==> src/rtl/aes_inv_mixcol_seq.sv <==
// Sequencer that time-shares an external combinational inverse-MixColumns unit
// across a 128-bit AES state, COLS_PER_CYCLE columns per pass, with valid/ready on both sides.
module aes_inv_mixcol_seq #(
  parameter int COLS_PER_CYCLE = 1,
  parameter int CNT_W          = 16
) (
  input  logic                         clk,
  input  logic                         rst_n,
  input  logic                         in_valid,
  output logic                         in_ready,
  input  logic [127:0]                 in_block,
  input  logic                         in_bypass,
  output logic [32*COLS_PER_CYCLE-1:0] col_out,
  input  logic [32*COLS_PER_CYCLE-1:0] col_in,
  output logic                         out_valid,
  input  logic                         out_ready,
  output logic [127:0]                 out_block,
  output logic                         busy,
  output logic [CNT_W-1:0]             blk_cnt
);

  localparam int SLICE_W = 32 * COLS_PER_CYCLE;
  localparam int NPASS   = 4 / COLS_PER_CYCLE;
  localparam logic [1:0] LAST_IDX = 2'(NPASS - 1);

  generate
    if (!(COLS_PER_CYCLE == 1 || COLS_PER_CYCLE == 2 || COLS_PER_CYCLE == 4)) begin : g_bad_cols
      $error("aes_inv_mixcol_seq: COLS_PER_CYCLE must be 1, 2 or 4");
    end
  endgenerate

  typedef enum logic [1:0] {
    IDLE = 2'd0,
    RUN  = 2'd1,
    DONE = 2'd2
  } state_e;

  state_e             state_q, state_d;
  logic [127:0]       buf_q, buf_d;
  logic [127:0]       res_q, res_d;
  logic [1:0]         idx_q, idx_d;
  logic               bypass_q, bypass_d;
  logic [CNT_W-1:0]   cnt_q, cnt_d;

  always_ff @(posedge clk or negedge rst_n) begin
    if (!rst_n) begin
      state_q  <= IDLE;
      buf_q    <= '0;
      res_q    <= '0;
      idx_q    <= '0;
      bypass_q <= 1'b0;
      cnt_q    <= '0;
    end else begin
      state_q  <= state_d;
      buf_q    <= buf_d;
      res_q    <= res_d;
      idx_q    <= idx_d;
      bypass_q <= bypass_d;
      cnt_q    <= cnt_d;
    end
  end

  always_comb begin
    state_d   = state_q;
    buf_d     = buf_q;
    res_d     = res_q;
    idx_d     = idx_q;
    bypass_d  = bypass_q;
    cnt_d     = cnt_q;
    in_ready  = 1'b0;
    out_valid = 1'b0;
    col_out   = '0;
    case (state_q)
      IDLE: begin
        in_ready = 1'b1;
        if (in_valid) begin
          buf_d    = in_block;
          bypass_d = in_bypass;
          // Final round skips the column unit entirely
          if (in_bypass) begin
            res_d   = in_block;
            state_d = DONE;
          end else begin
            state_d = RUN;
          end
        end
      end
      RUN: begin
        col_out = buf_q[idx_q*SLICE_W +: SLICE_W];
        res_d[idx_q*SLICE_W +: SLICE_W] = col_in;
        if (idx_q == LAST_IDX) begin
          idx_d   = 2'd0;
          state_d = DONE;
        end else begin
          idx_d = idx_q + 2'd1;
        end
      end
      DONE: begin
        out_valid = 1'b1;
        if (out_ready) begin
          cnt_d   = cnt_q + CNT_W'(1);
          state_d = IDLE;
        end
      end
      default: state_d = IDLE;
    endcase
  end

  assign out_block = res_q;
  assign busy      = (state_q != IDLE);
  assign blk_cnt   = cnt_q;

endmodule

==> config.mk <==
export PLATFORM = sky130hd
export DESIGN_NAME = aes_inv_mixcol_seq
export DESIGN_NICKNAME = d
export VERILOG_FILES = /design/src/rtl/aes_inv_mixcol_seq.sv
export SDC_FILE = /design/constraint.sdc
export NUM_CORES = 1
export LEC_CHECK = 0
export BUFFER_PORTS_ARGS = -buffer_cell sky130_fd_sc_hd__buf_2
export CAP_MARGIN = 15
export CORE_MARGIN = 2
export CORE_UTILIZATION = 30
export DETAILED_ROUTE_END_ITERATION = 10
export GPL_TIMING_DRIVEN = 1
export HOLD_SLACK_MARGIN = 0.08
export PLACE_DENSITY = 0.49
export SKIP_LAST_GASP = 1
export SLEW_MARGIN = 20
export SYNTH_ARGS = -nofsm -noshare
export SYNTH_HDL_FRONTEND = slang
export SYNTH_SLANG_ARGS = --single-unit
==> constraint.sdc <==
create_clock -name clk -period 5.4 [get_ports clk]
set_input_delay 1.08 -clock clk [delete_from_list [all_inputs] [get_ports clk]]
set_output_delay 1.08 -clock clk [all_outputs]
set_load 0.01 [all_outputs]
==> summary.md <==
The logs give 0 for the number of hold-slack violations in the final timing report and 0.7858 for the final estimated routing congestion in global placement. For this block, the routed nets add up to 39.18 mm of wire. The flow ran to the end, and the final reports show no timing, DRC or antenna violations.

Startpoint of the worst register-to-register path: idx_q[1]$_DFFE_PN0P_. The final critical path time including I/O delays and setup was 3732 ps; the number of top-level design ports was 344. The area growth from synthesis to layout was 26.42%; the count of synthesis-stage warnings from yosys was 0.

The number of nets handed over by synthesis was 1179. The most common cell in the synthesized netlist was dfrtp_1. The path class of the tightest hold or removal check is reg2reg.

In this run the static leakage power is 0.006985 uW. The run gives 1980 ps as the worst slack after detailed placement. The most critical setup path has its startpoint at state_q[1]$_DFFE_PN0P_. After detailed routing, the number of remaining DRC violations is 0.

Critical path start-end classification: reg2out. The logs give 1498 for the number of nets in the layout and 60.18 mm for the global-route wire length before repair. Ranked by total cell area, the synthesized netlist is headed by dfrtp_1, mux2_2, a22oi_1, mux4_2, a21oi_1. TritonCTS built the clock tree. The maximum level of the CTS H-tree is 1.

The count of final max-slew check failures was 0; the clock transition at the registers of the reported paths was 60 ps. The timing-limited maximum frequency is 0.2680 GHz. The worst setup path is captured at a primary output.

The number of global-route vias before repair is 9599, and the maximum clock path buffer count is 3. The clock reaches the later pin of the worst-skew pair after 570 ps. The worst setup path is launched from a flop.

Counting distinct cell types in the post-synthesis netlist gives 38. The number of port buffers is 343, and the share of total power in sequential cells is 36.7%. Of the synthesized area, sequential elements account for 55.39%. The standard-cell row count was 74. The initial utilization of the core area, before any placement, comes to 30.47%.

The via total after detailed routing is 9357, and the critical path's largest stage delay is 720 ps. Number of iterations in the first detailed-routing pass: 4. Setup repair after global routing left no endpoint under its margin. Of all nets on the critical path, the largest fanout is 50.

Cell taking the most area after synthesis: dfrtp_1. The die span in x was 207.9 um. Summed over all nets, the half-perimeter wirelength after detailed placement is 26.77 mm. In this run, post-CTS repair resized a total of 0 instances. The post-synthesis register bit count works out to 276. Cell internal power was estimated by the tool at 6518 uW. In this run the clock root is driven by a clkbuf_16. The DRC violation total after the first TritonRoute iteration was 532.

The sum of negative setup slack is 0 ps. For the power share of the clock group, the log shows 22.2%. Setup violations remaining at the end of the flow were counted as 0. The final critical-path share of the clock period is 69.11%. The tools report the worst ir drop on vdd as 0.0002525 V.

The most used flip-flop cell after synthesis is dfrtp_1. The max-capacitance violation count is 0. The clock arrives with 9.795 ps of skew. The via density per instance was 4.956. The total die area is 0.04321 mm^2, and the arrival time of the worst setup path is 2650 ps. The actual transition at the worst max-transition pin came out at 1023 ps.

Counting both buffers and inverters, the worst setup path holds a total of 2. Power spread over the standard cell area amounts to 649.0 mW/mm^2. Number of buffers added to fix hold violations after cts: 0. Entering global routing, the biggest net connects 120 pins.

The count of flip-flops with a built-in enable after synthesis was 0; the cell area after synthesis was 0.01247 mm^2. The number of clock buffers added by TritonCTS is 31. The remaining number of nets flagged by the antenna check after routing came out at 0. In this run the vertical extent of the chip is 207.9 um.

The tools report the total chip power as 10230 uW. The kind of cell adding the most delay to the critical path is simple AND/OR/NAND/NOR gates. The non-filler instance count after layout was 1888; the core box area was 0.04092 mm^2. Traced cell by cell, the critical path runs through nand2b_4, buf_4, nor2b_1, buf_2.

For the total grt overflow, the log shows 0. The mean instance size in the synthesized netlist was 12.37 um^2; the net switching power was 3712 uW. In the global route stage, overall resource usage came out at 17.80%.

The number of antenna violations at the first check in global routing was 7; the synthesized instance count was 1008. Post-placement cell count: 1824. The headroom to the max-slew limit came out at 31.62%.

Worst hold path startpoint: blk_cnt[15]$_DFFE_PN0P_. After synthesis, the share of flip-flops with an asynchronous set or reset is 100.0%. STA puts the critical path data required time at 4320 ps. The tree built by TritonCTS fans out to 276 sinks.

After synthesis, the most frequently instantiated cells are dfrtp_1, nor2_1, a21oi_1. Of the cells placed in the final design, the portion with a size suffix greater than 1 is 43.49%. The area share of the leading cell type in the synthesized netlist is 55.39%, and the wire length per cell after detailed routing is 20.75 um. Among all stages on the critical path, the largest delay is contributed by dfrtp_1. Per report_power, the combinational group accounts for 41.1% of the total. The fraction of power spent switching nets is 36.29%, and the worst setup slack after layout is 1668 ps. Buffers added to address setup during post-CTS repair amount to 0.
## final cells by class
| type | count | area (um^2) |
|---|---|---|
| antenna | 4 | 10.01 |
| clock buffer | 43 | 880.8 |
| clock inverter | 15 | 214.0 |
| fill | 4063 | 25160 |
| inverter | 4 | 15.01 |
| multi-input combinational | 649 | 5076 |
| sequential | 276 | 6912 |
| tap | 532 | 665.6 |
| timing repair buffer | 365 | 1989 |
## sequential cells by signal, summed over array words and instances, names as in the netlist
name       flops
blk_cnt       16
buf_q        128
state_q        2
idx_q          2
out_block    128
## cell usage in the layout, fill, tap and decap left out, drive strengths merged
master    count
or2           1
ha            6
nor2        133
mux4         32
clkinvlp      1
nand3         4
a22oi       128
and3          2
xnor2        12
clkbuf       43
nand2b        2
nand4         4
mux2        130
xor2          3
diode         4
o21ai         2
nand3b        2
clkinv        8
nor3          1
nand4b        1
a21o          1
inv           5
and4          1
nand4bb       1
dfrtp       276
buf         365
nor4          2
a21oi       132
nor3b         1
nand2        14
and2          1
nor2b        33
bufinv        5
## logic make-up after synthesis
family / after synthesis / share of synthesized area [%]
flops: 276 / 55.39
compound gates: 263 / 13.30
simple gates: 203 / 7.928
mux: 162 / 17.52
buf+inv: 83 / 4.205
xor+xnor: 15 / 1.054
fa+ha+maj: 6 / 0.6021
## metrics by stage
step                      util, %  hold WS, ps  area (um^2)
after floorplan                 -        458.7        12470
after global placement      35.62        459.1        14580
after detailed placement    35.68        465.1        14600
after CTS                   38.36        473.1        15700
after global routing        38.50        480.1        15760
final                       38.52        464.4        15760
## layer usage
metal  vias up  routed length, um  GRT usage, %
li1       4304                  -             -
met1      4691              17470         24.34
met2       299              18090         28.09
met3        57               2588         4.327
met4         6                977         5.111
met5         -                 45             0
## power groups by stage
| stage | Sequential, uW | Combinational [uW] | Clock (uW) |
|---|---|---|---|
| floorplan | 3780 | 2740 | 0 |
| global placement | 3770 | 4170 | 0 |
| detailed placement | 3800 | 4240 | 0 |
| CTS | 3770 | 4260 | 2330 |
| global route | 3910 | 4620 | 2430 |
| finish | 3750 | 4210 | 2270 |
## path summary, 6_finish.rpt
check / to / slack [ps] / cells after the start
setup / recovery: col_out[17] / 1670 / 4
hold / removal: blk_cnt[15]$_DFFE_PN0P_ / 460 / 1
setup reg to reg: out_block[122]$_DFFE_PN0P_ / 2240 / 7
hold reg to reg: blk_cnt[15]$_DFFE_PN0P_ / 460 / 1
max in group asynchronous: out_block[95]$_DFFE_PN0P_ / 3580 / 2
min in group asynchronous: blk_cnt[8]$_DFFE_PN0P_ / 490 / 1
Note: power is estimated with default switching activity, not from simulation.
